File: config.mk
export PLATFORM = sky130hd
export DESIGN_NAME = mem_access_ctrl
export DESIGN_NICKNAME = d
export VERILOG_FILES = /design/src/rtl/mem_access_ctrl_pkg.sv /design/src/rtl/mem_wait_counter.sv /design/src/rtl/mem_access_ctrl.sv
export SDC_FILE = /design/constraint.sdc
export NUM_CORES = 1
export LEC_CHECK = 0
export CAP_MARGIN = 0
export CORE_MARGIN = 4
export CORE_UTILIZATION = 26
export CTS_BUF_LIST = sky130_fd_sc_hd__clkbuf_16
export DETAILED_ROUTE_END_ITERATION = 10
export PLACE_DENSITY = 0.81
export SYNTH_ARGS = -nofsm -noshare
export SYNTH_HDL_FRONTEND = slang
export SYNTH_SLANG_ARGS = --single-unit
File: constraint.sdc
create_clock -name clock -period 1.8 [get_ports clock]
set_input_delay 0.36 -clock clock [delete_from_list [all_inputs] [get_ports clock]]
set_output_delay 0.36 -clock clock [all_outputs]
set_load 0.05 [all_outputs]
File: src/rtl/mem_access_ctrl_pkg.sv
// -----------------------------------------------------------------------------
// mem_access_ctrl_pkg
//   Definitions shared by the memory access controller, the memory subsystem
//   and the control unit.
//   - state_t            : encoding of the access sequencer states
//   - default parameters : RAM latency and RAM word-address width
//   - addr_out_of_range  : true when a CPU address lies beyond the RAM words
// -----------------------------------------------------------------------------
package mem_access_ctrl_pkg;

    // CPU-side effective address width.
    localparam int unsigned CPU_ADDR_W = 32;

    // Defaults used when a parent does not override the parameters.
    localparam int unsigned RAM_LATENCY_DEFAULT = 1;
    localparam int unsigned ADDR_W_DEFAULT      = 9;

    // The eight states fill the 3-bit encoding space.
    typedef enum logic [2:0] {
        ST_IDLE = 3'd0,
        ST_ADDR = 3'd1,
        ST_RD   = 3'd2,
        ST_CAPT = 3'd3,
        ST_DATA = 3'd4,
        ST_WR   = 3'd5,
        ST_DONE = 3'd6,
        ST_FLT  = 3'd7
    } state_t;

    // Any set bit at or above the RAM word-address width means the address
    // does not exist in RAM.
    function automatic logic addr_out_of_range(
        input logic [CPU_ADDR_W-1:0] addr,
        input int unsigned           addr_w
    );
        return (addr >> addr_w) != '0;
    endfunction

endpackage

File: src/rtl/mem_wait_counter.sv
// -----------------------------------------------------------------------------
// mem_wait_counter
//   Loadable down-counter that times how long RAM read/write stays asserted.
//   Decrements only from a non-zero value, so it never wraps.
//
// Ports
//   clock      in   rising-edge clock
//   clear      in   asynchronous active-high clear, count -> 0
//   load       in   load load_value (takes priority over dec)
//   load_value in   value loaded when load=1
//   dec        in   decrement request, ignored while count is zero
//   zero       out  count == 0
// -----------------------------------------------------------------------------
module mem_wait_counter #(
    parameter int unsigned CNT_W = 1
) (
    input  logic             clock,
    input  logic             clear,
    input  logic             load,
    input  logic [CNT_W-1:0] load_value,
    input  logic             dec,
    output logic             zero
);

    logic [CNT_W-1:0] count;

    always_ff @(posedge clock or posedge clear) begin
        if (clear) begin
            count <= '0;
        end else if (load) begin
            count <= load_value;
        end else if (dec && (count != '0)) begin
            count <= count - 1'b1;
        end
    end

    assign zero = (count == '0);

endmodule

File: src/rtl/mem_access_ctrl.sv
// -----------------------------------------------------------------------------
// mem_access_ctrl
//   Initiator side of the CPU memory path. Sequences MAR/MDR/RAM strobes for
//   a single load or store, tells the bus mux what to drive, hides the RAM
//   wait cycles and rejects addresses beyond the RAM word range.
//
//   Load : IDLE -> ADDR -> RD (x RAM_LATENCY) -> CAPT -> DONE -> IDLE
//   Store: IDLE -> ADDR -> DATA -> WR (x RAM_LATENCY) -> DONE -> IDLE
//   Fault: IDLE -> FLT -> IDLE
//
// Ports
//   clock        in   system clock, rising edge
//   clear        in   asynchronous active-high reset
//   req          in   access request, sampled only while ready=1
//   we           in   1=store, 0=load, sampled with req
//   addr_in      in   32-bit effective address, sampled with req
//   ready        out  idle, able to accept req
//   MARin        out  load MAR from the bus
//   MDRin        out  load MDR (memory when read=1, bus otherwise)
//   read         out  RAM read enable / MDR source select
//   write        out  RAM write enable
//   bus_sel_addr out  bus mux drives the latched address
//   bus_sel_data out  bus mux drives the store data
//   done         out  one-cycle pulse, access finished
//   fault        out  one-cycle pulse with done, address out of range
//
// All outputs are decoded from the registered state only; req/addr_in never
// reach an output combinationally.
// -----------------------------------------------------------------------------
module mem_access_ctrl
    import mem_access_ctrl_pkg::*;
#(
    parameter int unsigned RAM_LATENCY = RAM_LATENCY_DEFAULT,
    parameter int unsigned ADDR_W      = ADDR_W_DEFAULT
) (
    input  logic                  clock,
    input  logic                  clear,
    input  logic                  req,
    input  logic                  we,
    input  logic [CPU_ADDR_W-1:0] addr_in,
    output logic                  ready,
    output logic                  MARin,
    output logic                  MDRin,
    output logic                  read,
    output logic                  write,
    output logic                  bus_sel_addr,
    output logic                  bus_sel_data,
    output logic                  done,
    output logic                  fault
);

    localparam int unsigned CNT_W = $clog2(RAM_LATENCY + 1);

    // RD/WR last one cycle for the loaded value plus one for each decrement,
    // so loading RAM_LATENCY-1 gives exactly RAM_LATENCY strobe cycles.
    localparam logic [CNT_W-1:0] WAIT_LOAD = CNT_W'(RAM_LATENCY - 1);

    state_t state;
    state_t state_next;
    logic   we_lat;
    logic   out_of_range;
    logic   cnt_load;
    logic   cnt_dec;
    logic   cnt_zero;

    assign out_of_range = addr_out_of_range(addr_in, ADDR_W);

    // ------------------------------------------------------------------------
    // State register and request latch
    // ------------------------------------------------------------------------
    always_ff @(posedge clock or posedge clear) begin
        if (clear) begin
            state  <= ST_IDLE;
            we_lat <= 1'b0;
        end else begin
            state <= state_next;
            if ((state == ST_IDLE) && req) begin
                we_lat <= we;
            end
        end
    end

    // ------------------------------------------------------------------------
    // RAM wait timer shared by the RD and WR states
    // ------------------------------------------------------------------------
    mem_wait_counter #(
        .CNT_W (CNT_W)
    ) u_wait (
        .clock      (clock),
        .clear      (clear),
        .load       (cnt_load),
        .load_value (WAIT_LOAD),
        .dec        (cnt_dec),
        .zero       (cnt_zero)
    );

    // ------------------------------------------------------------------------
    // Next state and Moore output decode
    // ------------------------------------------------------------------------
    always_comb begin
        state_next   = state;
        ready        = 1'b0;
        MARin        = 1'b0;
        MDRin        = 1'b0;
        read         = 1'b0;
        write        = 1'b0;
        bus_sel_addr = 1'b0;
        bus_sel_data = 1'b0;
        done         = 1'b0;
        fault        = 1'b0;
        cnt_load     = 1'b0;
        cnt_dec      = 1'b0;

        case (state)
            ST_IDLE: begin
                ready = 1'b1;
                if (req) begin
                    // Out-of-range addresses never touch MAR or RAM.
                    state_next = out_of_range ? ST_FLT : ST_ADDR;
                end
            end

            ST_ADDR: begin
                MARin        = 1'b1;
                bus_sel_addr = 1'b1;
                cnt_load     = 1'b1;
                state_next   = we_lat ? ST_DATA : ST_RD;
            end

            ST_RD: begin
                read = 1'b1;
                if (cnt_zero) begin
                    state_next = ST_CAPT;
                end else begin
                    cnt_dec = 1'b1;
                end
            end

            ST_CAPT: begin
                // read stays high so the RAM output is still valid as MDR
                // captures it.
                read       = 1'b1;
                MDRin      = 1'b1;
                state_next = ST_DONE;
            end

            ST_DATA: begin
                // read=0 steers the MDR input mux to the bus.
                MDRin        = 1'b1;
                bus_sel_data = 1'b1;
                cnt_load     = 1'b1;
                state_next   = ST_WR;
            end

            ST_WR: begin
                write = 1'b1;
                if (cnt_zero) begin
                    state_next = ST_DONE;
                end else begin
                    cnt_dec = 1'b1;
                end
            end

            ST_DONE: begin
                done       = 1'b1;
                state_next = ST_IDLE;
            end

            ST_FLT: begin
                done       = 1'b1;
                fault      = 1'b1;
                state_next = ST_IDLE;
            end

            default: begin
                state_next = ST_IDLE;
            end
        endcase
    end

endmodule

==> key figures <==
STA
  • Final WS setup: 0.0847 ns
  • Actual slew at the worst max-slew pin: 0.275 ns
  • Period minus WS final: 1.72 ns
  • Final Setup Violations: 0
  • Fin crit share: 0.953
  • Setup Skew: 0.00182 ns
  • Pins Over Slew Limit: 0
  • RSZ-0062 raised after global routing: no
  • Relative slew slack: 0.816
  • Final number of hold-violating endpoints: 0
  • Maximum clock rate: 583 MHz

GRT
  • Grt ovf: 0
  • Total GRT Usage: 0.127
  • Vias in the first global route: 573
  • First-pass GRT wire length: 2040 um
  • Pin count of the biggest net entering global routing: 13
  • Initial antenna violation count: 0

Clock tree
  • CTS Hold Bufs: 0
  • Num Clock Sinks: 5
  • Skew-Pair Late Insertion Delay: 0.23 ns
  • Max clock buf depth: 2
  • Clock Tree Root: clkbuf_16
  • Post-CTS sizing: 0
  • Post-CTS setup buffer count: 0
  • TritonCTS clock tree: built
  • Htree depth: 1
  • Num CTS Buffers: 3
  • Worst-path clk slew: 0.03 ns

Worst setup path
  • Crit path cell chain: buf_4 -> nor3b_4 -> buf_12
  • Critical-path cell with the highest stage delay: dfrtp_2
  • CP required: 1.44 ns
  • CP Max Fanout: 10
  • Crit end category: output pin
  • Critical path arrival: 1.36 ns
  • R2r startpoint: state[0]
  • Critical path type: reg2out
  • Crit path buf inv count: 2
  • CP delay by family, top: flip-flops
  • Crit path launch type: flop
  • Critical Path Start: state[2]
  • CP peak stage delay: 0.46 ns

Drt
  • Routed wire length: 1250 um
  • Antenna Violating Nets Remaining: 0
  • Drt first pass iters: 4
  • Remaining DRCs: 0
  • Vias per cell: 5.14
  • Wirelength per Cell: 12.0 um
  • Routed vias: 535
  • Initial DRC Count: 4

Placement
  • Placed Cells: 100
  • Post-DP Area: 888 um2
  • DP Worst Slack: 0.107 ns
  • Routability cong.: 0.690
  • DP HPWL: 1050 um
  • Port Buffer Count: 35

Yosys
  • Post-synthesis register bit count: 5
  • Post-synthesis cell area: 407 um2
  • Sequential-to-total area share from yosys stat: 0.308
  • Synthesized area per cell: 7.97 um2
  • Syn_nets: 87
  • Synth warnings: 0
  • Netlist cell types: 27
  • Synth Instances: 51

Cells and area
  • Final net count: 125
  • Ant diodes: 0
  • Final std cells w/o fill: 104
  • Final instance area: 970 um2
  • Area growth syn-to-layout: 138%
  • Util after Layout: 0.651
  • Layout cells sized above 1: 0.227

Min path
  • Worst hold path type: in2async

Pwr
  • Clock share of power: 0.206
  • P per Cell Area: 1800 mW/mm2
  • Peak supply drop: 0.635 mV
  • Reg power frac: 0.152
  • Pint: 1.00 mW
  • Lkg Pwr: 0.403 nW
  • Sw frac: 0.426
  • Overall Power: 1.75 mW
  • Combinational fraction of design power: 0.642
  • Switching power: 0.746 mW

Floorplanning
  • Core area: 0.00149 mm2
  • Die area: 0.00226 mm2
  • Rows: 14
  • I/O pin total: 45
  • Die Wd: 47.5 um
  • Starting density of the core: 0.273
  • Die height: 47.5 um

Job
  • Max-cap violations: 0

Status
  • Status: finished clean
area by class of cell:
| class | instances | area (um2) |
|---|---|---|
| multi-input combinational | 38 | 273 |
| clock inverter | 1 | 3.75 |
| tap | 16 | 20.0 |
| timing repair buffer | 37 | 455 |
| clock buffer | 3 | 75.1 |
| fill | 116 | 519 |
| inverter | 4 | 15.0 |
| sequential | 5 | 128 |
cell usage in the layout (no fill, tap or decap), types with 2 or more instances in the layout:
master	count
inv_1	5
dfrtp_1	3
buf_4	2
nand2_1	4
a21o_1	2
nor4_1	5
clkbuf_16	3
dfrtp_2	2
buf_12	9
nand3_1	3
nor3b_4	2
clkdlybuf4s50_1	26
nor2_1	5
flip-flops by register name (all words and copies together) (netlist names):
register and flops:
u_wait.count 1, state 3, we_lat 1
per-layer routing:
metal,vias to the layer above,wire (um),GRT usage
met5,-,0,0
met4,0,0,0.0968
met3,0,142,0.0301
met2,34,645,0.233
met1,236,458,0.121
li1,265,-,-
worst register-to-register path, delay by kind of cell, from the launching register on:
kind	cells	cell delay, ns
compound gates	3	0.31
flops	1	0.49
simple gates	1	0.56
synthesized netlist by cell type (all sizes together):
master   number  share of area
dfrtp         5           0.31
nor2          5          0.046
nor4          5          0.077
buf           4          0.055
inv           4          0.037
nand2         4          0.037
nand3         3          0.037
a21o          2          0.037
nor3          2          0.037
nor3b         2          0.037
a22oi         1          0.018
a2bb2oi       1          0.022
and2          1          0.015
and3          1          0.015
mux2          1          0.028
nand4         1          0.015
nand4bb       1          0.028
nor2b         1          0.015
o211ai        1          0.031
o21a          1          0.018
o21ai         1          0.012
o221ai        1          0.022
o22ai         1          0.015
o31ai         1          0.018
or4           1          0.018
metrics by stage:
stage | hold WS, ns | TNS (ns)
finish | 0.331 | 0
floorplan | 0.139 | -0.0662
detailed placement | 0.495 | 0
CTS | 0.331 | 0
global placement | 0.477 | 0
global route | 0.349 | 0
cell families after synthesis:
family          synth area share
simple gates               0.378
buf+inv                   0.0923
mux                       0.0277
compound gates             0.194
flops                      0.308
final timing paths:
| check | endpoint | slack [ns] | depth (start not counted) |
|---|---|---|---|
| worst min-delay path | u_wait.count | 0.33 | 2 |
| max in group asynchronous | state[0] | 1.28 | 2 |
| min in group clock | we_lat | 0.51 | 1 |
| worst max register to register | state[1] | 0.31 | 4 |
| worst min register to register | we_lat | 0.51 | 1 |
| worst max-delay path | MARin | 0.08 | 3 |
power by group through the flow:
stage	sequential, mW	clock (mW)	combinational, mW
6_report	0.266	0.360	1.12
5_1_grt	0.283	0.378	1.18
4_1_cts	0.262	0.363	1.13
3_5_place_dp	0.263	0	1.13
3_3_place_gp	0.255	0	1.11
2_1_floorplan	0.192	0	0.690
Note: power is estimated with default switching activity, not from simulation.
